===== config.mk =====
export PLATFORM = sky130hd
export DESIGN_NAME = dcm_reset_sequencer
export DESIGN_NICKNAME = d
export VERILOG_FILES = /design/src/rtl/dcm_reset_sequencer.sv
export SDC_FILE = /design/constraint.sdc
export NUM_CORES = 1
export LEC_CHECK = 0
export BUFFER_PORTS_ARGS = -buffer_cell sky130_fd_sc_hd__buf_2
export CAP_MARGIN = 20
export CORE_ASPECT_RATIO = 0.5
export CORE_UTILIZATION = 30
export CTS_BUF_LIST = sky130_fd_sc_hd__clkbuf_8
export DETAILED_ROUTE_END_ITERATION = 7
export PLACE_DENSITY = 0.45
export REMOVE_ABC_BUFFERS = 1
export SLEW_MARGIN = 20
export SYNTH_ARGS = -nofsm -noshare
export SYNTH_HDL_FRONTEND = slang
export SYNTH_SLANG_ARGS = --single-unit

===== constraint.sdc =====
create_clock -name clk_i -period 4.95 [get_ports clk_i]
set_input_delay 0.7425 -clock clk_i [delete_from_list [all_inputs] [get_ports clk_i]]
set_output_delay 0.7425 -clock clk_i [all_outputs]
set_load 0.05 [all_outputs]

===== src/rtl/dcm_reset_sequencer.sv =====
// -----------------------------------------------------------------------------
// dcm_reset_sequencer
//
// Purpose:
//   Sequences a DCM out of reset. It pulses the DCM reset, waits for LOCKED
//   with a timeout-and-retry loop, then holds the system reset for a fixed
//   time after a stable lock before releasing it.
//
// Parameters:
//   RST_CYCLES   - DCM reset pulse width in clk_i cycles      (3..255)
//   LOCK_TIMEOUT - clk_i cycles to wait for lock per attempt  (16..65535)
//   HOLD_CYCLES  - sys_rst_o hold time after lock             (1..255)
//
// Ports:
//   clk_i       in   reference clock (DCM input side), the only clock
//   rst_n_i     in   asynchronous active-low reset
//   locked_i    in   DCM LOCKED, asynchronous to clk_i
//   dcm_rst_o   out  DCM RST, active-high
//   sys_rst_o   out  reset for DCM-output-clocked logic, active-high
//   ready_o     out  high while the sequencer is in RUN
//   retry_cnt_o out  lock timeouts since reset, saturating at 15
//   lock_lost_o out  one-cycle pulse when lock falls while in RUN
//
// Build option:
//   DCM_MONITOR_RELOCK_EN - when defined, a lock loss in RUN restarts the
//   whole sequence; otherwise it is only reported on lock_lost_o.
// -----------------------------------------------------------------------------
module dcm_reset_sequencer #(
    parameter int unsigned RST_CYCLES   = 3,
    parameter int unsigned LOCK_TIMEOUT = 65535,
    parameter int unsigned HOLD_CYCLES  = 16
) (
    input  logic       clk_i,
    input  logic       rst_n_i,
    input  logic       locked_i,
    output logic       dcm_rst_o,
    output logic       sys_rst_o,
    output logic       ready_o,
    output logic [3:0] retry_cnt_o,
    output logic       lock_lost_o
);

    localparam logic [15:0] RST_LOAD  = 16'(RST_CYCLES - 1);
    localparam logic [15:0] WAIT_LOAD = 16'(LOCK_TIMEOUT - 1);
    localparam logic [15:0] HOLD_LOAD = 16'(HOLD_CYCLES - 1);

    typedef enum logic [1:0] {
        S_DCM_RST,
        S_WAIT_LOCK,
        S_HOLD,
        S_RUN
    } state_t;

    state_t      r_state;
    state_t      w_state_nxt;
    logic [15:0] r_cnt;
    logic [15:0] w_cnt_nxt;
    logic        r_sync1;
    logic        r_lock_s;
    logic        r_lock_prev;
    logic        w_lock_fall;
    logic        w_retry_inc;
    logic        r_dcm_rst;
    logic        r_sys_rst;
    logic        r_ready;
    logic [3:0]  r_retry;
    logic        r_lock_lost;

    assign w_lock_fall = r_lock_prev & ~r_lock_s;

    // Next state and shared counter. Every state transition reloads the
    // counter with the duration of the state being entered.
    always_comb begin
        w_state_nxt = r_state;
        w_cnt_nxt   = r_cnt;
        w_retry_inc = 1'b0;
        case (r_state)
            S_DCM_RST: begin
                if (r_cnt == '0) begin
                    w_state_nxt = S_WAIT_LOCK;
                    w_cnt_nxt   = WAIT_LOAD;
                end else begin
                    w_cnt_nxt   = r_cnt - 16'd1;
                end
            end
            S_WAIT_LOCK: begin
                // Lock takes priority over a simultaneous timeout.
                if (r_lock_s) begin
                    w_state_nxt = S_HOLD;
                    w_cnt_nxt   = HOLD_LOAD;
                end else if (r_cnt == '0) begin
                    w_state_nxt = S_DCM_RST;
                    w_cnt_nxt   = RST_LOAD;
                    w_retry_inc = 1'b1;
                end else begin
                    w_cnt_nxt   = r_cnt - 16'd1;
                end
            end
            S_HOLD: begin
                if (!r_lock_s) begin
                    w_state_nxt = S_DCM_RST;
                    w_cnt_nxt   = RST_LOAD;
                end else if (r_cnt == '0) begin
                    w_state_nxt = S_RUN;
                end else begin
                    w_cnt_nxt   = r_cnt - 16'd1;
                end
            end
            S_RUN: begin
`ifdef DCM_MONITOR_RELOCK_EN
                if (w_lock_fall) begin
                    w_state_nxt = S_DCM_RST;
                    w_cnt_nxt   = RST_LOAD;
                end
`endif
            end
            default: begin
                w_state_nxt = S_DCM_RST;
                w_cnt_nxt   = RST_LOAD;
            end
        endcase
    end

    // Outputs are registered from the next state so they line up with the
    // state register instead of lagging it by a cycle.
    always_ff @(posedge clk_i or negedge rst_n_i) begin
        if (!rst_n_i) begin
            r_state     <= S_DCM_RST;
            r_cnt       <= RST_LOAD;
            r_sync1     <= 1'b0;
            r_lock_s    <= 1'b0;
            r_lock_prev <= 1'b0;
            r_dcm_rst   <= 1'b1;
            r_sys_rst   <= 1'b1;
            r_ready     <= 1'b0;
            r_retry     <= '0;
            r_lock_lost <= 1'b0;
        end else begin
            r_sync1     <= locked_i;
            r_lock_s    <= r_sync1;
            r_lock_prev <= r_lock_s;
            r_state     <= w_state_nxt;
            r_cnt       <= w_cnt_nxt;
            r_dcm_rst   <= (w_state_nxt == S_DCM_RST);
            r_sys_rst   <= (w_state_nxt != S_RUN);
            r_ready     <= (w_state_nxt == S_RUN);
            r_lock_lost <= (r_state == S_RUN) && w_lock_fall;
            if (w_retry_inc && (r_retry != 4'hF)) begin
                r_retry <= r_retry + 4'd1;
            end
        end
    end

    assign dcm_rst_o   = r_dcm_rst;
    assign sys_rst_o   = r_sys_rst;
    assign ready_o     = r_ready;
    assign retry_cnt_o = r_retry;
    assign lock_lost_o = r_lock_lost;

endmodule


==> results.json <==
{
  "layout-drive-gt1-share_pct": 15.1,
  "syn_to_final_growth_pct": 11.6,
  "setup.worst_path.end_class": "flop",
  "clk_latency_ns": 0.28,
  "rows": 18,
  "ctsHoldBuffers": 0,
  "hp-class": "reg2reg",
  "io_buffers": 10,
  "cp.required_ns": 5.11,
  "antenna_found_initial": 0,
  "cts_tree": "built",
  "route.met3.wl_um": 175,
  "drc": 0,
  "syn_area_per_cell_sq_um": 9.49,
  "relSlewSlack_pct": 41.1,
  "core-area_sq_um": 5110,
  "routabilityCongestion": 0.770,
  "antenna_cells": 0,
  "post-cts-setup-buffer-count": 0,
  "dp_hpwl_mm": 2.60,
  "fin_setup_tns_ns": 0,
  "status": "complete, no violations",
  "grt_pass1_wl_mm": 6.43,
  "fin_crit_ns": 2.95,
  "ys_seq_area_share_pct": 44.2,
  "setup_viol": 0,
  "timing_worst_setup_path_type": "reg2reg",
  "ys_ff_latch": 29,
  "reg2regPathDepth": 7,
  "dpl.cell_count": 247,
  "die_w_um": 107,
  "wl_per_cell_um": 14.6,
  "worst_pin_slew_ns": 0.876,
  "fp.dieH_um": 54.5,
  "synth_top_area_share_pct": 39.4,
  "htree_levels": 2,
  "numCtsBuffers": 5,
  "syn-instance-count": 174,
  "fin_crit_sh_pct": 59.5,
  "nets": 193,
  "min_to": "r_lock_s",
  "slew_viol_final": 0,
  "synthDistinctLibCells": 40,
  "ant_nets": 0,
  "clock-sinks": 29,
  "grt_overflow": 0,
  "hold_viol": 0,
  "powerDensity_nw_per_um2": 634,
  "min_from": "r_sync1",
  "r2r-end": "r_cnt[4]",
  "grt_pass1_vias": 1313,
  "rsz0062_at_grt": "false",
  "wl_met1_mm": 1.93,
  "synthesis.area_sq_um": 1650,
  "wl_met2_mm": 1.59,
  "cp.arrival_ns": 3.11,
  "path_clk_slew_ns": 0.06,
  "wl_mm": 3.73,
  "vias": 1370,
  "start_kind": "flop",
  "start_util_pct": 32.3,
  "via_per_inst": 5.37,
  "leakage_nw": 0.804,
  "regToRegStartpoint": "r_cnt[0]",
  "grt.total_usage_pct": 14.7,
  "utilization_pct": 36.0,
  "drv_cap": 0,
  "boundaryPins": 11,
  "path_max_fanout": 15,
  "firstDrtPassIters": 4,
  "drtIter0Drc": 33,
  "cts-root-buf": "clkbuf_8",
  "layout.cells.non_filler": 255,
  "fmax_mhz": 339,
  "clock_path_buffers": 2,
  "die-area_sq_um": 5820,
  "cts_resized": 0,
  "whs_path_depth": 0,
  "synth.yosys.warnings": 0,
  "yosysTopAreaCell": "dfrtp_1",
  "r2r_setup_slack_ns": 2.00,
  "grt_max_degree": 30,
  "top_layer": "met4",
  "irDropWorstVdd_mv": 0.237,
  "fin_skew_ns": 0.00991,
  "yosys-top-cells-area": "dfrtp_1 (39%), o21ai_0 (4.8%), dfstp_2 (4.8%), ha_1 (4.5%), a22o_1 (4.2%)"
}
## flip-flops by register name, summed over array words and instances, names as in the netlist
signal	count
ready_o	1
sys_rst_o	1
r_lock_s	1
dcm_rst_o	1
r_cnt	16
r_state	2
retry_cnt_o	4
r_sync1	1
lock_lost_o	1
r_lock_prev	1
## metal layers
metal,GRT usage [%],up-vias
li1,-,666
met1,19.9,669
met2,22.7,31
met3,4.52,4
met4,5.02,0
met5,0,-
## synthesized netlist by cell type (all sizes together)
cell,count
dfrtp,26
o21ai,17
nand2,14
nor2,13
inv,9
a21oi,8
a22o,8
ha,6
nor3,6
nor4,6
nand3,5
buf,4
nand2b,4
or3,4
or4,4
a21o,3
a31oi,3
clkbuf,3
dfstp,3
nand4,3
o21a,3
o22a,3
o2bb2ai,3
a41oi,2
o211ai,2
or2,2
xnor2,2
a311oi,1
a31o,1
and2,1
mux2,1
nor4b,1
o32ai,1
or4b,1
xor2,1
## through the flow
stage / instance area, sq um / setup slack (ns) / hold slack [ns] / total power, mW
detailed placement: 1750 / 2.02 / 0.336 / 0.977
finish: 1840 / 2.00 / 0.347 / 1.17
floorplan: 1620 / 2.40 / 0.331 / 0.835
CTS: 1840 / 2.01 / 0.350 / 1.18
global placement: 1750 / 2.09 / 0.336 / 0.978
global route: 1840 / 1.82 / 0.353 / 1.28
## power by group
part | internal, mW | switching, mW | total (mW)
registers | 0.316 | 0.0864 | 0.403
logic | 0.230 | 0.338 | 0.569
clock network | 0.109 | 0.0886 | 0.198
## worst max path at each step
stage	startpoint	endpoint	slack (ns)	depth (start not counted)
after detailed placement	r_cnt[0]	r_cnt[11]	2.02	7
after floorplan	r_cnt[0]	r_cnt[14]	2.40	7
after global routing	r_cnt[0]	r_cnt[4]	1.82	7
after global placement	r_cnt[0]	r_cnt[14]	2.09	7
after CTS	r_cnt[0]	r_cnt[4]	2.01	7
final	r_cnt[0]	r_cnt[4]	2.00	7
## area by class of cell
cell class / instances / area [sq um]
clock buffer: 6 / 82.6
clock inverter: 2 / 7.51
fill: 513 / 3270
inverter: 9 / 33.8
multi-input combinational: 129 / 852
sequential: 29 / 729
tap: 70 / 87.6
timing repair buffer: 10 / 50.0
## cell usage in the layout, fill, tap and decap left out, drive strengths merged
master,instances
xor2,1
dfstp,3
nor3,6
or2,2
dfrtp,26
a41oi,2
a31oi,3
or4b,1
ha,6
o21a,3
nor2,13
nand2,14
or3,4
a31o,1
mux2,1
nand4,3
nor4,6
inv,11
clkbuf,6
xnor2,2
o22a,3
nor4b,1
o21ai,17
nand3,5
a22o,8
a21o,3
or4,4
and2,1
a311oi,1
o211ai,2
a21oi,8
o2bb2ai,3
buf,10
nand2b,4
o32ai,1
## cell families after synthesis
kind of cell,synth area share (%)
DFF,44.2
buffers and inverters,4.24
adders and majority gates,4.55
xor gates and xnor gates,1.59
AOI/OAI and AO/OA,23.7
muxes,0.682
and+or+nand+nor,21.1
## worst max-delay path: stages (launching register included)
cell     delay (ns)
dfrtp_1        0.41
inv_1          0.11
ha_1           0.21
or4b_1         0.47
or4_4          0.54
o21ai_2        0.56
nor2_1         0.27
a22o_1         0.26
Note: power is estimated with default switching activity, not from simulation.
